--- src/rtl/robo_step_scheduler.sv ---
// Robot step sequencer: triggers one Robo step per frame interval or manual request,
// reads the ahead/left/current map cells, pulses AtivaRobo and applies the returned command.
module robo_step_scheduler #(
  parameter int FRAMES_PER_STEP = 30,
  parameter int GRID_COLS       = 20,
  parameter int GRID_ROWS       = 15,
  parameter int RESET_COL       = 1,
  parameter int RESET_LIN       = 1
) (
  input  logic       Clock50,
  input  logic       Reset,
  input  logic       v_sync,
  input  logic       ModoAuto,
  input  logic       StepReq,
  output logic [4:0] MapCol,
  output logic [3:0] MapLin,
  input  logic [1:0] MapData,
  output logic       ClearRubble,
  output logic       head,
  output logic       left,
  output logic       under,
  output logic       barrier,
  output logic       AtivaRobo,
  input  logic       avancar,
  input  logic       girar,
  input  logic       remover,
  output logic [4:0] RoboCol,
  output logic [3:0] RoboLin,
  output logic [1:0] OrientacaoRobo,
  output logic       Busy
);

  localparam logic [3:0] S_IDLE     = 4'd0;
  localparam logic [3:0] S_RD_HEAD  = 4'd1;
  localparam logic [3:0] S_RD_LEFT  = 4'd2;
  localparam logic [3:0] S_RD_UNDER = 4'd3;
  localparam logic [3:0] S_CAP      = 4'd4;
  localparam logic [3:0] S_PULSE    = 4'd5;
  localparam logic [3:0] S_SETTLE1  = 4'd6;
  localparam logic [3:0] S_SETTLE2  = 4'd7;
  localparam logic [3:0] S_APPLY    = 4'd8;

  localparam int CW = (FRAMES_PER_STEP > 1) ? $clog2(FRAMES_PER_STEP) : 1;
  localparam logic [CW-1:0] CNT_LAST = CW'(FRAMES_PER_STEP - 1);

  // Neighbour of (col,lin) in direction dir, packed as {out_of_grid, col, lin}
  function automatic logic [9:0] neighbour(input logic [4:0] col, input logic [3:0] lin,
                                           input logic [1:0] dir);
    logic       oob;
    logic [4:0] c;
    logic [3:0] l;
    oob = 1'b0;
    c   = col;
    l   = lin;
    case (dir)
      2'd0: if (lin == 4'd0) oob = 1'b1; else l = lin - 4'd1;
      2'd1: if (col == 5'(GRID_COLS - 1)) oob = 1'b1; else c = col + 5'd1;
      2'd2: if (lin == 4'(GRID_ROWS - 1)) oob = 1'b1; else l = lin + 4'd1;
      2'd3: if (col == 5'd0) oob = 1'b1; else c = col - 5'd1;
      default: oob = 1'b1;
    endcase
    return {oob, c, l};
  endfunction

  logic [3:0]    r_state;
  logic [1:0]    r_vs_sync, r_rq_sync;
  logic          r_vs_d, r_rq_d;
  logic [CW-1:0] r_cnt;
  logic          r_pend;
  logic [4:0]    r_col, r_map_col;
  logic [3:0]    r_lin, r_map_lin;
  logic [1:0]    r_ori;
  logic          r_head, r_left, r_under, r_barrier;
  logic          r_ativa, r_clear, r_busy;

  logic          w_tick, w_req, w_auto, w_trigger;
  logic [3:0]    w_next_state;
  logic [9:0]    w_ahead, w_left_cell;
  logic [4:0]    w_map_col;
  logic [3:0]    w_map_lin;

  assign w_tick      = r_vs_d & ~r_vs_sync[1];
  assign w_req       = ~r_rq_d & r_rq_sync[1];
  assign w_auto      = ModoAuto & w_tick & (r_cnt == CNT_LAST);
  assign w_trigger   = (r_state == S_IDLE) & (w_auto | w_req | r_pend);
  assign w_ahead     = neighbour(r_col, r_lin, r_ori);
  assign w_left_cell = neighbour(r_col, r_lin, r_ori - 2'd1);

  // Two-flop synchronisers plus one delay flop for edge detection
  always_ff @(posedge Clock50 or negedge Reset) begin
    if (!Reset) begin
      r_vs_sync <= 2'b00;
      r_vs_d    <= 1'b0;
      r_rq_sync <= 2'b00;
      r_rq_d    <= 1'b0;
    end else begin
      r_vs_sync <= {r_vs_sync[0], v_sync};
      r_vs_d    <= r_vs_sync[1];
      r_rq_sync <= {r_rq_sync[0], StepReq};
      r_rq_d    <= r_rq_sync[1];
    end
  end

  // Frame counter and single-deep pending manual request
  always_ff @(posedge Clock50 or negedge Reset) begin
    if (!Reset) begin
      r_cnt  <= '0;
      r_pend <= 1'b0;
    end else begin
      if (!ModoAuto) r_cnt <= '0;
      else if (w_tick) r_cnt <= (r_cnt == CNT_LAST) ? '0 : r_cnt + CW'(1);
      if (r_state != S_IDLE) begin
        if (w_req) r_pend <= 1'b1;
      end else begin
        r_pend <= 1'b0;
      end
    end
  end

  // Step sequence, one state per cycle
  always_comb begin
    w_next_state = S_IDLE;
    case (r_state)
      S_IDLE:     if (w_trigger) w_next_state = S_RD_HEAD; else w_next_state = S_IDLE;
      S_RD_HEAD:  w_next_state = S_RD_LEFT;
      S_RD_LEFT:  w_next_state = S_RD_UNDER;
      S_RD_UNDER: w_next_state = S_CAP;
      S_CAP:      w_next_state = S_PULSE;
      S_PULSE:    w_next_state = S_SETTLE1;
      S_SETTLE1:  w_next_state = S_SETTLE2;
      S_SETTLE2:  w_next_state = S_APPLY;
      S_APPLY:    w_next_state = S_IDLE;
      default:    w_next_state = S_IDLE;
    endcase
  end

  // Map address for the coming state; out-of-grid neighbours fall back to the current cell
  always_comb begin
    w_map_col = r_col;
    w_map_lin = r_lin;
    if (w_next_state == S_RD_HEAD && !w_ahead[9]) begin
      w_map_col = w_ahead[8:4];
      w_map_lin = w_ahead[3:0];
    end else if (w_next_state == S_RD_LEFT && !w_left_cell[9]) begin
      w_map_col = w_left_cell[8:4];
      w_map_lin = w_left_cell[3:0];
    end else begin
      w_map_col = r_col;
      w_map_lin = r_lin;
    end
  end

  // State register with registered Busy, AtivaRobo and map address
  always_ff @(posedge Clock50 or negedge Reset) begin
    if (!Reset) begin
      r_state   <= S_IDLE;
      r_busy    <= 1'b0;
      r_ativa   <= 1'b0;
      r_map_col <= 5'd0;
      r_map_lin <= 4'd0;
    end else begin
      r_state   <= w_next_state;
      r_busy    <= (w_next_state != S_IDLE);
      r_ativa   <= (r_state == S_CAP);
      r_map_col <= w_map_col;
      r_map_lin <= w_map_lin;
    end
  end

  // Sensor capture; MapData lags the address by one cycle
  always_ff @(posedge Clock50 or negedge Reset) begin
    if (!Reset) begin
      r_head    <= 1'b0;
      r_barrier <= 1'b0;
      r_left    <= 1'b0;
      r_under   <= 1'b0;
    end else begin
      case (r_state)
        S_RD_LEFT: begin
          r_head    <= w_ahead[9] | MapData[0];
          r_barrier <= ~w_ahead[9] & (MapData == 2'b11);
        end
        S_RD_UNDER: r_left  <= w_left_cell[9] | MapData[0];
        S_CAP:      r_under <= (MapData == 2'b10);
        default:    r_head  <= r_head;
      endcase
    end
  end

  // Command application: remover > girar > avancar
  always_ff @(posedge Clock50 or negedge Reset) begin
    if (!Reset) begin
      r_col   <= 5'(RESET_COL);
      r_lin   <= 4'(RESET_LIN);
      r_ori   <= 2'b01;
      r_clear <= 1'b0;
    end else begin
      r_clear <= (r_state == S_APPLY) & remover;
      if (r_state == S_APPLY && !remover) begin
        if (girar) begin
          r_ori <= r_ori - 2'd1;
        end else if (avancar && !r_head) begin
          r_col <= w_ahead[8:4];
          r_lin <= w_ahead[3:0];
        end
      end
    end
  end

  assign MapCol         = r_map_col;
  assign MapLin         = r_map_lin;
  assign ClearRubble    = r_clear;
  assign head           = r_head;
  assign left           = r_left;
  assign under          = r_under;
  assign barrier        = r_barrier;
  assign AtivaRobo      = r_ativa;
  assign RoboCol        = r_col;
  assign RoboLin        = r_lin;
  assign OrientacaoRobo = r_ori;
  assign Busy           = r_busy;

endmodule

--- config.mk ---
export PLATFORM = sky130hd
export DESIGN_NAME = robo_step_scheduler
export DESIGN_NICKNAME = d
export VERILOG_FILES = /design/src/rtl/robo_step_scheduler.sv
export SDC_FILE = /design/constraint.sdc
export NUM_CORES = 1
export LEC_CHECK = 0
export BUFFER_PORTS_ARGS = -buffer_cell sky130_fd_sc_hd__buf_2
export CORE_ASPECT_RATIO = 0.7
export CORE_MARGIN = 5
export CORE_UTILIZATION = 55
export CTS_CLUSTER_DIAMETER = 40
export DETAILED_ROUTE_END_ITERATION = 8
export PLACE_DENSITY = 0.77
export SLEW_MARGIN = 20
export SYNTH_ARGS = -nofsm -noshare
export SYNTH_HDL_FRONTEND = slang
export SYNTH_SLANG_ARGS = --single-unit
--- constraint.sdc ---
create_clock -name Clock50 -period 3.2 [get_ports Clock50]
set_input_delay 0.16 -clock Clock50 [delete_from_list [all_inputs] [get_ports Clock50]]
set_output_delay 0.16 -clock Clock50 [all_outputs]
set_load 0.05 [all_outputs]
==> flow_summary_export.csv, run 1 <==
group,metric,value,unit
run_status,status,"finished, final reports clean",
logic_synthesis,synth_most_common_cell,"dfrtp_1",
logic_synthesis,ys.flop_type,"dfrtp_1",
detailed_routing,vias,2260,
logic_synthesis,ys_seq_area_frac,0.405,
clocking,cts_max_level,2,
sta,finClkSkew,0.00679,ns
logic_synthesis,synth.avg_cell_area,9.36,sq um
place,dp_hpwl,4160,microns
clocking,cts_sinks,43,
logic_synthesis,yosysTopAreaCellShare,0.375,
pwr,p_leak,1.34,nW
sta,period_needed,2.61,ns
sta,slew_violations,0,
detailed_routing,drtAntennaViolNets,0,
floorplanning,rows,21,
sta,fin_crit_sh,0.816,
final_layout,layout.nets,337,
worst_setup_path,path_max_fanout,12,
logic_synthesis,ys_top_cells_by_count,"dfrtp_1 (40), nor2_1 (28), a21oi_1 (18), inv_1 (15), o21ai_0 (15)",
logic_synthesis,synthCells,285,
global_routing,grt_pass1_vias,2048,
clocking,cts.clk_slew.worst_paths,0.08,ns
logic_synthesis,synth_top_cells_by_area,"dfrtp_1 (38%), ha_1 (5.2%), mux2i_1 (4.5%), nor2_1 (3.9%), a21oi_1 (3.4%)",
detailed_routing,drtIter0Drc,198,
detailed_routing,wirelength,5890,microns
pwr,ir_worst_vdd,0.582,mV
detailed_routing,firstDrtPassIters,5,
logic_synthesis,ys_ff_latch,43,
final_layout,area_growth_syn_to_layout,13.6,%
global_routing,grt_pass1_wl,9860,microns
sta,setup_viol,0,
logic_synthesis,netlist_area,2670,sq um
worst_setup_path,crit_required,3.41,ns
place,gp_routability_congestion,0.909,
worst_setup_path,critPathLaunchType,"flip-flop",
final_layout,drive_gt1_frac,0.202,
floorplanning,die_area,6370,sq um
clocking,numCtsBuffers,5,
sta,tightest_slew,0.618,ns
sta,hold_viol,0,
run,drv_cap,0,
clocking,insertion_delay,0.29,ns
final_layout,final_util,0.641,
worst_setup_path,arrival,2.83,ns
worst_setup_path,cp-end-kind,"flip-flop",
clocking,cts_resized,0,
logic_synthesis,yosys_warnings,0,
sta,rsz0062_at_grt,"false",
sta,fin_tns_setup,0,ns
floorplanning,start_util,0.564,
global_routing,track_usage,0.197,
detailed_routing,drc,0,
logic_synthesis,synth_edf_count,0,
worst_setup_path,r2r-start,"RoboLin[0]",
logic_synthesis,synth_area_leader_cell,"dfrtp_1",
final_layout,antenna_cells,0,
hold_path,hp-class,"in2reg",
clocking,clk_root_buffer_cell,"clkbuf_8",
logic_synthesis,synthArstFlopShare,1.00,
detailed_routing,wl_per_cell,15.8,microns
global_routing,overflow,0,
worst_setup_path,startpoint,"RoboLin[0]",
logic_synthesis,syn_nets,306,
sta,fmax,0.383,GHz
worst_setup_path,critPathKind,"reg2reg",
floorplanning,core_area,4730,sq um
clocking,clockBufferDepth,2,
sta,max-slew-margin-rel,0.582,
detailed_routing,via_per_inst,6.04,
floorplanning,io_pins,37,
pwr,power.total,2.48,mW
floorplanning,dieWidth,93.3,microns
hold_path,hp-start,"MapData[1]",
global_routing,grt_max_degree,44,
clocking,cts_tree,"built",
logic_synthesis,synth.distinct_cells,56,
floorplanning,die_height,68.3,microns
global_routing,antenna_found_initial,0,
clocking,cts_setup_buffers,0,
pwr,power_density,819,nW/um^2
place,io_buffers,36,
==> metal layers <==
metal	vias to the layer above	global-route usage	part of all wire
met1	1058	0.306	0.50
met3	8	0.0407	0.079
met5	-	0	0
met2	110	0.269	0.42
li1	1084	-	-
met4	0	0.0603	0.0076
==> cell families after synthesis <==
family                   share of synthesized area
XOR/XNOR                                    0.0394
flip-flops                                   0.405
multiplexers                                0.0703
AO/OA/AOI/OAI                                0.182
adder cells (fa/ha/maj)                     0.0516
AND/OR/NAND/NOR                              0.193
buffers and inverters                       0.0591
==> stage by stage <==
| step | hold slack, ns | instances | setup WS (ns) | instance area (sq um) |
|---|---|---|---|---|
| after global routing | 0.128 | 374 | 0.470 | 3030 |
| after floorplan | -0.136 | 285 | 0.649 | 2670 |
| after detailed placement | 0.269 | 363 | 0.636 | 2860 |
| after global placement | 0.267 | 363 | 0.756 | 2860 |
| after CTS | 0.0449 | 373 | 0.609 | 3020 |
| final | 0.119 | 374 | 0.588 | 3030 |
==> flip-flops by register name, indices dropped and copies added, names as in the netlist <==
| signal | count |
|---|---|
| RoboLin | 4 |
| r_vs_sync | 2 |
| MapCol | 5 |
| head | 1 |
| MapLin | 4 |
| ClearRubble | 1 |
| left | 1 |
| r_vs_d | 1 |
| OrientacaoRobo | 2 |
| r_rq_sync | 2 |
| Busy | 1 |
| r_cnt | 5 |
| r_pend | 1 |
| r_rq_d | 1 |
| RoboCol | 5 |
| under | 1 |
| barrier | 1 |
| AtivaRobo | 1 |
| r_state | 4 |
==> critical path, cell delays in order, from the launching register on <==
cell	delay, ns
dfstp_2	0.66
inv_1	0.12
ha_1	0.28
or3b_2	0.32
nand2_1	0.12
o22ai_2	0.32
buf_4	0.24
mux2_1	0.33
mux2i_1	0.15
==> where the power goes <==
group | internal, mW | switching (mW) | leakage [nW]
sequential | 0.657 | 0.135 | 0.550
clock | 0.311 | 0.188 | 0.0644
combinational | 0.410 | 0.784 | 0.730
==> area by class of cell <==
cell class                 instances  area [sq um]
inverter                          15          56.3
clock buffer                       5          68.8
multi-input combinational        206          1430
clock inverter                     3          67.6
fill                             389          1700
sequential                        43          1080
timing repair buffer              45           258
tap                               57          71.3
==> cells in the final DEF, fill, tap and decap left out, drive strengths merged, types with 5 or more instances in the layout <==
master and count:
nand2 12, nand2b 5, ha 11, inv 15
nor2b 6, mux2 6, mux2i 12, nand3 10
a221oi 5, dfrtp 40, nor2 29, nor3 9
clkbuf 5, xnor2 9, o22ai 5, buf 42
o21ai 16, a21oi 18
==> final timing paths <==
check	end	slack (ns)	depth (start not counted)
worst max-delay path	MapLin[2]	0.59	8
worst min-delay path	under	0.12	3
worst max register to register	MapLin[2]	0.59	8
worst min register to register	r_rq_sync[1]	0.35	0
max in group asynchronous	RoboLin[0]	2.42	2
min in group asynchronous	RoboCol[3]	0.40	2
==> repair_timing <==
item	in CTS	in global routing
hold endpoints to repair	2	40
endpoints found under the setup margin	0	0
hold buffers	2	1
No activity file was read; power rests on OpenSTA's default activity.
==> run 2, diff against run 1 <==
- clock period: 3.2 -> 2.65 ns (I/O delays scaled with it)
==> run 2 against run 1 <==
The run now ends with hold timing left. Fmax grew 5.1%. Highest routed layer unchanged. Sequential power grew 17%. Clock power shrank 14%. Sequential cell count is the same. Global-route usage grew 0.75 points. Cell count grew 2.4%. Register-to-register slack lost 0.42 ns. First-iteration DRC count grew 12%.
==> flow_summary_export.csv, run 2 (synthesis results as in run 1) <==
group,metric,value,unit
clocking,cts_tree,"built",
sta,fin_crit_sh,0.938,
detailed_routing,vias,2274,
pwr,p_leak,1.37,nW
global_routing,overflow,0,
floorplanning,io_pins,37,
worst_setup_path,cp_top_family,"flip-flops",
floorplanning,start_util,0.564,
run,drv_cap,0,
floorplanning,rows,21,
final_layout,antenna_cells,0,
global_routing,grt_pass1_vias,2024,
clocking,insertion_delay,0.30,ns
sta,rsz0062_at_grt,"false",
detailed_routing,via_per_inst,5.94,
global_routing,grt_use_met1,0.305,
sta,max-slew-margin-rel,0.367,
final_layout,ff_latch_area,1080,sq um
run_status,violations,"hold timing",
pwr,power_density,953,nW/um^2
detailed_routing,drtAntennaViolNets,0,
worst_setup_path,crit_path_cell_trace,"inv_1 > ha_1 > nor4b_4 > a211o_1 > o22ai_2 > buf_4 > mux2_1 > mux2i_1",
sta,slew_violations,0,
global_routing,track_usage,0.204,
clocking,cts_setup_buffers,0,
sta,setup_viol,0,
final_layout,multi_input_area,1430,sq um
sta,fmax,0.403,GHz
detailed_routing,drtIter0Drc,221,
worst_setup_path,slowest_delay,0.62,ns
detailed_routing,firstDrtPassIters,6,
global_routing,antenna_found_initial,0,
global_routing,grt_max_degree,44,
worst_setup_path,critPathLaunchType,"flip-flop",
clocking,cts_resized,0,
worst_setup_path,cp-end-kind,"flip-flop",
sta,whs,-0.0225,ns
clocking,clk_root_buffer_cell,"clkbuf_8",
global_routing,top_usage_layer,"met1",
floorplanning,die_area,6370,sq um
pwr,p_int,1.52,mW
final_layout,area_growth_syn_to_layout,14.3,%
place,placedCellCount,373,
worst_setup_path,arrival,2.70,ns
hold_path,hp-class,"in2async",
sta,finClkSkew,0.00488,ns
worst_setup_path,cp_slowest_cell,"dfstp_2",
final_layout,layout_common_cells,"dfrtp_1 (40), buf_2 (36), nor2_1 (28), a21oi_1 (18), buf_4 (16)",
clocking,numCtsBuffers,5,
floorplanning,dieWidth,93.3,microns
clocking,cts_sinks,43,
pwr,power.total,2.91,mW
pwr,p_sw,1.39,mW
global_routing,grt_pass1_wl,10100,microns
pwr,p_seq_frac,0.318,
floorplanning,die_height,68.3,microns
clocking,cts_max_level,2,
final_layout,fillers,415,
floorplanning,core_area,4730,sq um
clocking,clockBufferDepth,2,
sta,period_needed,2.48,ns
pwr,ir_worst_vdd,0.735,mV
run_status,status,"finished with violations",
detailed_routing,wl_per_cell,16.1,microns
worst_setup_path,path_buf_inv,2,
global_routing,grt_util_met3,0.0495,
final_layout,drive_gt1_frac,0.227,
detailed_routing,drc,0,
clocking,cts.clk_slew.worst_paths,0.09,ns
sta,hold_viol,40,
place,io_buffers,36,
sta,fin_tns_setup,0,ns
final_layout,layout.nets,346,
pwr,swShare,0.477,
final_layout,final_common_cell,"dfrtp_1",
pwr,clock_power_share,0.148,
worst_setup_path,critPathKind,"reg2reg",
worst_setup_path,crit_required,2.87,ns
global_routing,grt_util_met2,0.294,
place,gp_routability_congestion,0.937,
pwr,pwr-share-comb,0.534,
final_layout,layoutNonFillerInstCount,383,
worst_setup_path,path_max_fanout,9,
place,dp_hpwl,4440,microns
sta,tightest_slew,0.950,ns
detailed_routing,wirelength,6170,microns
## run 2: cell count changes in the layout (fill, tap and decap cells not counted), sizes merged
cell / before / now
dlygate4sd3: 3 / 2
bufinv: 2 / 0
buf: 42 / 52
clkinvlp: 1 / 2
inv: 15 / 16
## run 2: path summary, 6_finish.rpt
path                              start           end  slack, ns  cells past startpoint
min reg2reg                r_rq_sync[0]  r_rq_sync[1]       0.35                      0
min                               Reset     MapCol[0]      -0.02                      1
min in group Clock50         MapData[1]         under       0.10                      3
max                          RoboCol[0]     MapLin[2]       0.17                      8
max in group asynchronous         Reset    r_state[0]       2.09                      1
max reg2reg                  RoboCol[0]     MapLin[2]       0.17                      8
## run 2: cell type report
class | count | area share
clock buffer | 5 | 0.0226
clock inverter | 3 | 0.00779
inverter | 15 | 0.0185
multi-input combinational | 206 | 0.469
sequential | 43 | 0.354
tap | 57 | 0.0234
timing repair buffer | 54 | 0.105
## run 2: power groups by stage
stage	logic [mW]	clock network, mW	registers (mW)
2_1_floorplan	0.890	0	1.18
3_3_place_gp	1.49	0	0.925
3_5_place_dp	1.52	0	0.932
4_1_cts	1.53	0.445	0.921
5_1_grt	1.66	0.473	0.947
6_report	1.55	0.430	0.925
## run 2: per-stage QoR
stage	util	setup WS (ns)	area, sq um
6_report	0.645	0.166	3050
5_1_grt	0.645	0.0522	3050
4_1_cts	0.645	0.193	3050
3_5_place_dp	0.621	0.226	2940
3_3_place_gp	0.621	0.371	2940
2_1_floorplan	-	0.0992	2670
## run 2: metal layers
layer  routed length (microns)  share of wire
met1                      3060           0.50
met2                      2620           0.42
met3                       447          0.072
met4                        43         0.0070
met5                         0              0
## run 2: what timing repair did
item / 4_1_cts / 5_1_grt
hold buffers: 2 / 0
hold endpoints to repair: 2 / 0
setup endpoints to repair: 0 / 0
==> run 3, diff against run 2 <==
- CORE_MARGIN: 5 -> 1
==> run 3 against run 2 <==
The run still ends with hold timing left. Register-to-register slack lost 0.05 ns. Clock skew is essentially flat. Sequential share of layout area is 0.43 points lower. Global-route usage increased by 4.8 points. Via count is 0.70% higher. Combinational power hardly changed. Cell count shrank 0.52%. Utilization rose by 4.1 points. Design area is 1.2% higher. Largest cell class unchanged.
==> flow_summary_export.csv, run 3 (synthesis results as in run 1) <==
group,metric,value,unit
run_status,status,"finished with violations",
run_status,violations,"hold timing",
final_layout,layout.nets,346,
hold_path,hp-class,"in2async",
detailed_routing,routed.top_layer,"met4",
pwr,power_density,985,nW/um^2
sta,hold_viol,40,
clocking,cts_sinks,43,
floorplanning,die_height,60.3,microns
floorplanning,rows,20,
place,dp_hpwl,4280,microns
worst_setup_path,cp-end-kind,"flip-flop",
worst_setup_path,path_max_fanout,9,
sta,fmax,0.395,GHz
worst_setup_path,critPathLaunchType,"flip-flop",
sta,rsz0062_at_grt,"false",
sta,setup_viol,0,
clocking,insertion_delay,0.29,ns
detailed_routing,drc,0,
final_layout,layout_common_cells,"dfrtp_1 (40), buf_2 (36), nor2_1 (28), a21oi_1 (18), buf_4 (16)",
sta,fin_tns_setup,0,ns
final_layout,antenna_cells,0,
worst_setup_path,crit_required,2.80,ns
place,post-place-ws,0.182,ns
final_layout,area_growth_syn_to_layout,15.8,%
floorplanning,start_util,0.593,
global_routing,antenna_found_initial,0,
sta,slew_violations,0,
global_routing,grt_max_degree,44,
global_routing,track_usage,0.252,
clocking,cts_max_level,2,
global_routing,grt_pass1_vias,1988,
clocking,clockBufferDepth,2,
place,gp_routability_congestion,0.923,
sta,finalWorstSetupSlack,0.118,ns
floorplanning,dieWidth,85.3,microns
detailed_routing,routed-wl-met3,482,microns
global_routing,grt_pass1_wl,9800,microns
sta,period_needed,2.53,ns
final_layout,drive_gt1_frac,0.224,
worst_setup_path,critPathKind,"reg2reg",
floorplanning,io_pins,37,
clocking,cts.clk_slew.worst_paths,0.08,ns
clocking,cts_setup_buffers,0,
global_routing,overflow,0,
sta,tightest_slew,0.927,ns
sta,fin_crit_sh,0.956,
detailed_routing,wl_per_cell,15.7,microns
run,drv_cap,0,
final_layout,final_common_cell,"dfrtp_1",
floorplanning,die_area,5140,sq um
detailed_routing,via_per_inst,6.01,
detailed_routing,drtAntennaViolNets,0,
clocking,cts_tree,"built",
detailed_routing,drtIter0Drc,262,
sta,whs,-0.0339,ns
floorplanning,core_area,4500,sq um
detailed_routing,wl_met2,2570,microns
detailed_routing,wl_met1,2900,microns
detailed_routing,firstDrtPassIters,8,
place,io_buffers,36,
pwr,p_leak,1.39,nW
sta,finClkSkew,0.00472,ns
pwr,ir_worst_vdd,0.829,mV
sta,max-slew-margin-rel,0.382,
final_layout,layoutNonFillerInstCount,381,
clocking,numCtsBuffers,5,
detailed_routing,wirelength,6000,microns
worst_setup_path,arrival,2.68,ns
place,placedCellCount,371,
detailed_routing,vias,2290,
clocking,clk_root_buffer_cell,"clkbuf_8",
-- run 3: changes by cell type in the layout (fill, tap and decap cells not counted), sizes merged --
cell	change
clkbuf	+1
bufinv	+2
clkinvlp	-2
inv	-1
-- run 3: metal layers --
| metal | GRT usage | up-vias |
|---|---|---|
| li1 | - | 1104 |
| met1 | 0.372 | 1078 |
| met2 | 0.382 | 99 |
| met3 | 0.0470 | 9 |
| met4 | 0.0690 | 0 |
| met5 | 0 | - |
-- run 3: per-stage QoR --
stage / cell area [sq um] / utilization / hold slack (ns) / power (mW)
global route: 3090 / 0.686 / 0.0599 / 3.23
global placement: 2940 / 0.652 / 0.240 / 2.40
floorplan: 2670 / - / -0.163 / 2.07
detailed placement: 2940 / 0.652 / 0.242 / 2.43
CTS: 3090 / 0.686 / 0.0120 / 3.04
finish: 3090 / 0.686 / -0.0339 / 3.04
-- run 3: final timing paths --
path                         startpoint           end  slack (ns)  cells past startpoint
min reg2reg                r_vs_sync[0]  r_vs_sync[1]        0.36                      0
max reg2reg                  RoboLin[0]     MapCol[4]        0.12                      8
max                          RoboLin[0]     MapCol[4]        0.12                      8
max in group asynchronous         Reset     MapCol[0]        2.10                      1
min in group Clock50            remover   ClearRubble        0.10                      2
min                               Reset     MapLin[2]       -0.03                      1
-- run 3: where the power goes --
| part | internal (mW) | total, mW | switching [mW] |
|---|---|---|---|
| combinational | 0.526 | 1.52 | 0.997 |
| sequential | 0.794 | 0.926 | 0.132 |
| clock | 0.377 | 0.592 | 0.216 |
| total | 1.70 | 3.04 | 1.34 |
-- run 3: final cells by class --
type / instances / area (sq um)
multi-input cells: 206 / 1430
fillers: 355 / 1420
flip-flops and latches: 43 / 1080
repair buffers: 54 / 320
clock buffers: 6 / 72.6
well taps: 55 / 68.8
clock inverters: 2 / 60.1
inverters: 15 / 56.3
-- run 3: repair_timing --
| item | CTS | global route |
|---|---|---|
| hold endpoints to repair | 2 | 0 |
| resized for setup | 0 | 0 |
| hold buffers | 2 | 0 |
-- run 3: critical path, stage by stage (launching register included) --
cell and delay (ns):
dfstp_2 0.54, inv_1 0.08, ha_1 0.28, or3b_2 0.33
nand2_1 0.12, o22ai_2 0.50, buf_4 0.23, mux2i_1 0.20
mux2i_1 0.10
